==> config.mk <==
export PLATFORM = sky130hd
export DESIGN_NAME = uart_parity_unit
export DESIGN_NICKNAME = d
export VERILOG_FILES = /design/src/rtl/uart_parity_unit.sv
export SDC_FILE = /design/constraint.sdc
export NUM_CORES = 1
export LEC_CHECK = 0
export ABC_AREA = 1
export CAP_MARGIN = 10
export CELL_PAD_IN_SITES_DETAIL_PLACEMENT = 0
export CELL_PAD_IN_SITES_GLOBAL_PLACEMENT = 1
export CORE_MARGIN = 2
export CORE_UTILIZATION = 32
export DETAILED_ROUTE_END_ITERATION = 6
export HOLD_SLACK_MARGIN = 0.15
export PLACE_DENSITY = 0.86
export REMOVE_ABC_BUFFERS = 1
export SETUP_SLACK_MARGIN = 0.2
export SLEW_MARGIN = 40
export SYNTH_ARGS = -nofsm -noshare
export SYNTH_HDL_FRONTEND = slang
export SYNTH_SLANG_ARGS = --single-unit
export TNS_END_PERCENT = 20
==> constraint.sdc <==
create_clock -name clk -period 3.1 [get_ports clk]
set_clock_uncertainty 0.05 [all_clocks]
set_input_delay 0.93 -clock clk [delete_from_list [all_inputs] [get_ports clk]]
set_output_delay 0.93 -clock clk [all_outputs]
set_load 0.01 [all_outputs]
==> src/rtl/uart_parity_unit.sv <==
// Parity engine for the UART datapath: registered TX parity, serial RX parity check.
// Latency: tx_par/tx_par_vld 1 cycle after tx_ld; rx_done/rx_par_err 1 cycle after final bit.
// Backpressure: none; inputs are qualified by tx_ld / rx_bit_vld and are always accepted.
//
// Ports:
//   clk, rst_n           clock and synchronous active-low reset
//   mode                 000 none, 001 even, 010 odd, 011 mark, 100 space, 101-111 none
//   tx_ld, tx_data       load a parallel word; tx_par (held) and tx_par_vld (pulse) follow
//   rx_start             start or restart a received frame
//   rx_bit_vld, rx_bit   one serial bit per strobe, LSB first, data bits then parity bit
//   rx_busy              frame in progress
//   rx_done, rx_par_err  one-cycle pulses at the end of a frame
//   err_cnt              saturating parity-error count
//
// Optional feature: define UART_PAR_ERR_CNT_EN to build the parity-error counter;
// otherwise err_cnt is tied to zero.
module uart_parity_unit #(
  parameter int DATA_WIDTH = 8,
  parameter int ERR_CNT_W  = 8
) (
  input  logic                  clk,
  input  logic                  rst_n,
  input  logic [2:0]            mode,
  input  logic                  tx_ld,
  input  logic [DATA_WIDTH-1:0] tx_data,
  output logic                  tx_par,
  output logic                  tx_par_vld,
  input  logic                  rx_start,
  input  logic                  rx_bit_vld,
  input  logic                  rx_bit,
  output logic                  rx_busy,
  output logic                  rx_done,
  output logic                  rx_par_err,
  output logic [ERR_CNT_W-1:0]  err_cnt
);

  localparam int CNT_W = $clog2(DATA_WIDTH + 1);

  typedef enum logic [1:0] {
    IDLE = 2'd0,
    DATA = 2'd1,
    PAR  = 2'd2
  } state_t;

  // Expected parity bit given the XOR reduction of the data bits.
  function automatic logic par_of(input logic [2:0] m, input logic x);
    case (m)
      3'b001:  return x;
      3'b010:  return ~x;
      3'b011:  return 1'b1;
      3'b100:  return 1'b0;
      default: return 1'b1;
    endcase
  endfunction

  function automatic logic is_none(input logic [2:0] m);
    return (m == 3'b000) || (m > 3'b100);
  endfunction

  // ---------------- TX ----------------
  always_ff @(posedge clk) begin
    if (!rst_n) begin
      tx_par     <= 1'b1;
      tx_par_vld <= 1'b0;
    end else begin
      tx_par_vld <= tx_ld;
      if (tx_ld) begin
        tx_par <= par_of(mode, ^tx_data);
      end
    end
  end

  // ---------------- RX ----------------
  state_t           state_q, state_d;
  logic             acc_q, acc_d;
  logic [CNT_W-1:0] cnt_q, cnt_d;
  logic [2:0]       mode_q, mode_d;
  logic             done_d, perr_d;

  always_ff @(posedge clk) begin
    if (!rst_n) begin
      state_q    <= IDLE;
      acc_q      <= 1'b0;
      cnt_q      <= '0;
      mode_q     <= 3'b000;
      rx_done    <= 1'b0;
      rx_par_err <= 1'b0;
    end else begin
      state_q    <= state_d;
      acc_q      <= acc_d;
      cnt_q      <= cnt_d;
      mode_q     <= mode_d;
      rx_done    <= done_d;
      rx_par_err <= perr_d;
    end
  end

  always_comb begin
    state_d = state_q;
    acc_d   = acc_q;
    cnt_d   = cnt_q;
    mode_d  = mode_q;
    done_d  = 1'b0;
    perr_d  = 1'b0;
    // rx_start has priority in every state; a coincident bit is dropped.
    if (rx_start) begin
      state_d = DATA;
      acc_d   = 1'b0;
      cnt_d   = '0;
      mode_d  = mode;
    end else if (rx_bit_vld) begin
      case (state_q)
        DATA: begin
          acc_d = acc_q ^ rx_bit;
          cnt_d = cnt_q + CNT_W'(1);
          if (cnt_q == CNT_W'(DATA_WIDTH - 1)) begin
            if (is_none(mode_q)) begin
              state_d = IDLE;
              done_d  = 1'b1;
            end else begin
              state_d = PAR;
            end
          end
        end
        PAR: begin
          done_d  = 1'b1;
          perr_d  = (rx_bit != par_of(mode_q, acc_q));
          state_d = IDLE;
        end
        default: ;
      endcase
    end
  end

  assign rx_busy = (state_q != IDLE);

  // ---------------- error counter ----------------
`ifdef UART_PAR_ERR_CNT_EN
  logic [ERR_CNT_W-1:0] err_cnt_q;

  always_ff @(posedge clk) begin
    if (!rst_n) begin
      err_cnt_q <= '0;
    end else if (rx_par_err && (err_cnt_q != '1)) begin
      err_cnt_q <= err_cnt_q + ERR_CNT_W'(1);
    end
  end

  assign err_cnt = err_cnt_q;
`else
  assign err_cnt = '0;
`endif

endmodule

Word-level counts from Yosys, hierarchy flattened. Index checks and enable logic that the tools add are counted. Widths: inputs -> output; s select.

Register bits: 14. Input port bits: 17. Output and inout bits: 13.

$add $sub $neg: 1. $lt $le $gt $ge: 1. Equal/unequal tests: 12. Muxes and demuxes: 13. Bitwise logic cells: 6. Reduce and logical (&&, ||, !) cells: 13.

Operator list (number): $reduce_xor 8->1 (1); $mux 1 (7); $eq 3x1->1 const B (2); $eq 3x2->1 const B (2); $eq 3x3->1 const B (2); $pmux 1 s3 (2); $reduce_and 3->1 (2); $reduce_bool 2->1 (3); $not 1->1 (5); $add 4x1->4 const B (1); $eq 4x3->1 const B (1); $mux 2 (2); $pmux 2 s2 (1); $reduce_or 4->1 (1); $gt 3x3->1 const B (1); $logic_not 3->1 (1); $ne 3x3->1 const B (1); $reduce_bool 3->1 (1); $reduce_or 3->1 (1); $eq 2x1->1 const B (1); $eq 2x2->1 const B (1); $ne 2x2->1 const B (1); $pmux 1 s2 (1); $reduce_and 2->1 (1); other kinds (4) (4).

Longest topological paths before layout.
Word-level depth: 7. Gate-level depth with buffers: 11. Depth with buffers taken out: 11.

Worst setup path before layout. No wires, ideal clock.

Path kind: input to register. Start point: in mode[1]. End point: reg tx_par. Library setup time: 58 ps. Arrival time: 1553 ps. Required time: 2992 ps. Path slack: 1439 ps. Stages: 7. Buffers on the path: 0. Path through: inv_1 -> nand2_1 -> nor2_1 -> or3_1 -> nand3_1 -> nand2_1 -> nand2_1.

Word-level cells in the longest chain between the ends: 2. Elaborated cells between the ends (all ways): 4. Classes of those cells: eq/ne (3); mux (1).

Ends and longest elaborated chain: start: declaration (RTL line 23) `input logic [2:0] mode,`; $eq 3x3->1, or another cell as far along (RTL line 47) `case (m)`; $pmux 1 s3 (*) (RTL line 47); end signal: assignment (RTL line 68) `tx_par <= par_of(mode, ^tx_data);`; end: declaration (RTL line 26) `output logic tx_par,`.

Every way passes the cells marked *; elsewhere a longest branch is shown, timed or not. A chain may end at the register's enable or synchronous reset.

Worst setup path in the final report.
Start point: reg state_q[0]. End point: out rx_busy.

Word-level cells in the longest chain between the ends: 1.

Ends and longest elaborated chain: start: declaration (RTL line 74) `state_t state_q, state_d;`; start signal: assignment (RTL line 89) `state_q <= state_d;`; $reduce_bool 2->1 (RTL line 135) `assign rx_busy = (state_q != IDLE);`; end: declaration (RTL line 31) `output logic rx_busy,`.

No other way between the ends.

==> metrics list <==
- The flow ran to the end, and the final reports show no timing, DRC or antenna violations.
* Vias per std cell: 4.44
* Sequential power share: 50.2%
* RSZ-0062 raised after global routing: false
* Worst Slack Setup Final: 658 ps
- Syn Std Cell Area: 907 µm²
* Clock latency of the later-clocked register in the worst-skew pair: 270 ps
* First-pass detailed-route iteration total: 4
- Routability-driven placement finished with a final weighted congestion of 0.747.
- Die extent in x: 57.2 µm
* Crit path launch type: flop
- Based on the critical path, the design can be clocked at up to 0.409 GHz.
* H-tree depth: 1
* Met2 usage in global routing: 19.0%
- Yosys printed 0 warnings.
- Antenna diode instance count: 0
- Worst hold start: cnt_q[3]$_SDFFE_PP0P_
- Global routing consumed, on the met3 layer, 2.72% of the routing resources.
- The net count of the finished layout is 193.
* Final global-route overflow total: 0
- Vias after detailed routing: 892
- The count of final hold-check violations came to 0.
* Crit path largest cell delay: 520 ps
* Endpoint required time on the critical path: 2120 ps
* Worst setup path startpoint: state_q[0]$_SDFFE_PN0P_
* Worst setup slack after placement: 829 ps
* Final worst path period share: 78.8%
- Clock sink count: 14
- Registers take 280 µm².
- Bufs on Longest Clock Path: 2
- Met1 track demand over resource in global routing: 15.4%
* Worst Path Class, Setup: reg -> out
- # setup viols final: 0
* Logic pwr share: 23.8%
- Fraction of final layout cells sized beyond drive strength 1: 2.94%
- The clock network burns 26.1% of the power.
- Pin placement for this block handled 30 I/O pins.
- The initial utilization of the core area, before any placement, comes to 33.2%.
- Global-route wire length before repair: 3.06 mm
- The average instance in the mapped netlist occupies 6.17 µm².
* Via count of the first global-routing pass: 761
- Post-CTS Setup Inserts: 0
- Entering global routing, the biggest net connects 9 pins.
- The number of antenna violations at the first check in global routing was 0.
* Clock slew at reported path FFs: 80 ps
* Switching pwr: 105 µW
- The top cell types in the final layout, fill and taps aside, are sky130_fd_sc_hd__nand2_1 (54), sky130_fd_sc_hd__inv_1 (25), sky130_fd_sc_hd__clkdlybuf4s50_1 (21), sky130_fd_sc_hd__dfxtp_1 (14), sky130_fd_sc_hd__a21oi_1 (11).
- Most common cell after layout, fill and taps aside: sky130_fd_sc_hd__nand2_1
- Layout-stage area growth over the synthesis result: 26.2%
- TritonCTS built the clock tree.
- The final layout contains routed wiring with a total length of 1.72 mm.
* Combined global-route utilization of all metal layers: 11.7%
- The slowest stage of the critical path is the sky130_fd_sc_hd__clkdlybuf4s50_1 cell.
- Summing all multi-input logic gate instances after layout gives 499 µm².
- Accumulated negative setup slack: 0 ps
* Worst Path Buf+Inv: 3
- Kind of end point of the critical path: output pin
- Class of the most critical hold timing path: reg -> reg
- Detailed placement finished with a half-perimeter wire length of 1.44 mm.
* Leakage power of the design: 0.000559 µW
- Sequence of cells on the critical path: inv_1 -> ha_1 -> inv_1 -> clkdlybuf4s50_1
- Violation count after the first detailed-route iteration: 38
* Crit path max fanout: 3
* Sequential area share after synthesis: 30.9%
* Number of slew-limit violations in the final report: 0
- Power density over cell area: 329 nW/µm²
- Broken down by cell family, the worst path's largest delay share belongs to buffers and inverters.
- Gates resized during post-CTS repair numbered 0.
- Input and output buffers added on the ports amount to 21.
- Buffers inserted during clock tree synthesis total 3.
- Buffer cell driving the clock tree root: sky130_fd_sc_hd__clkbuf_4
- The tool flagged a number of max-cap violations equal to 0.
- Wire length per cell: 8.55 µm
* Floorplan Core Area: 2730 µm²
* Fillcell total: 299
- The worst register-to-register path begins at state_q[1]$_SDFFE_PP0P_.
- Number of unique standard cell types used by synthesis: 17
* Yosys reg bits: 14
* Remaining number of nets flagged by the antenna check after routing: 0
* Y dimension of the die: 57.2 µm
- Die footprint: 3280 µm²
- Buffers inserted to repair hold after CTS numbered 0.
- Drt drc: 0
* Global-route layer with the greatest usage: met2
- The internal portion of the total power is 272 µW.
- Row generation in the floorplan step produced 19 rows.
- Arrival time of the worst setup path: 1460 ps
* Peak ir drop on the vdd network: 0.178 mV
* Critical path's most frequent cell: sky130_fd_sc_hd__inv_1
* Synthesized instance count: 147
- Proportion of total power due to net switching: 27.8%
* Minimum clock period after layout: 2440 ps
final cells by class:
| class | count | share of cell area, % |
|---|---|---|
| timing repair buffer | 21 | 18.4 |
| inverter | 25 | 8.20 |
| multi-input combinational | 107 | 43.6 |
| tap | 31 | 3.39 |
| sequential | 14 | 24.5 |
| clock buffer | 3 | 1.97 |
sequential cells by signal, summed over array words and instances (netlist names):
| signal | cells |
|---|---|
| cnt_q | 4 |
| acc_q | 1 |
| rx_done | 1 |
| state_q | 2 |
| mode_q | 3 |
| rx_par_err | 1 |
| tx_par | 1 |
| tx_par_vld | 1 |
tightest hold or removal path, stage by stage, from the launching register on:
cell and delay, ps:
sky130_fd_sc_hd__dfxtp_1 300, sky130_fd_sc_hd__inv_1 70, sky130_fd_sc_hd__a21oi_1 60
routing by layer:
metal | part of all wire [%] | vias to the layer above
li1 | - | 488
met2 | 47 | 20
met1 | 48 | 382
met3 | 4.2 | 2
met4 | 0.81 | 0
met5 | 0 | -
synthesized netlist by cell type:
cell type / count / area [µm²]
sky130_fd_sc_hd__buf_4: 8 / 60.1
sky130_fd_sc_hd__conb_1: 1 / 3.75
sky130_fd_sc_hd__inv_1: 25 / 93.8
sky130_fd_sc_hd__xor2_1: 1 / 8.76
sky130_fd_sc_hd__ha_1: 4 / 50.1
sky130_fd_sc_hd__nor2_4: 1 / 11.3
sky130_fd_sc_hd__nand4_1: 2 / 12.5
sky130_fd_sc_hd__a31o_2: 1 / 8.76
sky130_fd_sc_hd__nand3_1: 8 / 40.0
sky130_fd_sc_hd__nand2_1: 54 / 203
sky130_fd_sc_hd__dfxtp_1: 14 / 280
sky130_fd_sc_hd__nor2_1: 7 / 26.3
sky130_fd_sc_hd__nor3_1: 3 / 15.0
sky130_fd_sc_hd__a211oi_1: 1 / 7.51
sky130_fd_sc_hd__or3_1: 1 / 6.26
sky130_fd_sc_hd__a21oi_1: 11 / 55.1
sky130_fd_sc_hd__o21ai_0: 5 / 25.0
final timing paths:
kind | end | slack [ps] | cells past startpoint
min | cnt_q[3]$_SDFFE_PP0P_ | 420 | 2
max | rx_busy | 660 | 4
max reg2reg | cnt_q[3]$_SDFFE_PP0P_ | 1770 | 7
min reg2reg | cnt_q[3]$_SDFFE_PP0P_ | 420 | 2
power by group through the flow:
stage	clock, µW	combinational, µW	sequential [µW]
floorplan	0	49.0	193
global placement	0	87.1	193
detailed placement	0	89.4	193
CTS	103	89.7	189
global route	115	102	190
finish	98.1	89.5	189
per-stage QoR:
step / hold slack (ps) / std cells / cell area (µm²) / total power, µW / utilization [%]
floorplan: 393 / 146 / 873 / 242 / -
global placement: 412 / 198 / 1120 / 280 / 41.1
detailed placement: 414 / 198 / 1120 / 282 / 41.1
CTS: 428 / 201 / 1140 / 381 / 41.9
global route: 448 / 201 / 1140 / 407 / 41.9
finish: 422 / 201 / 1140 / 377 / 41.9
logic make-up (layout without fill, tap and decap cells):
logic type               after synthesis  in the layout  synth area share, %
adder cells (fa/ha/maj)                4              4                 5.52
buffers and inverters                 33             49                 17.0
AND/OR/NAND/NOR                       76             76                 34.6
AO/OA/AOI/OAI                         18             18                 10.6
XOR/XNOR                               1              1                0.966
other                                  1              8                0.413
flip-flops                            14             14                 30.9
(Power assumes the default switching activity.)
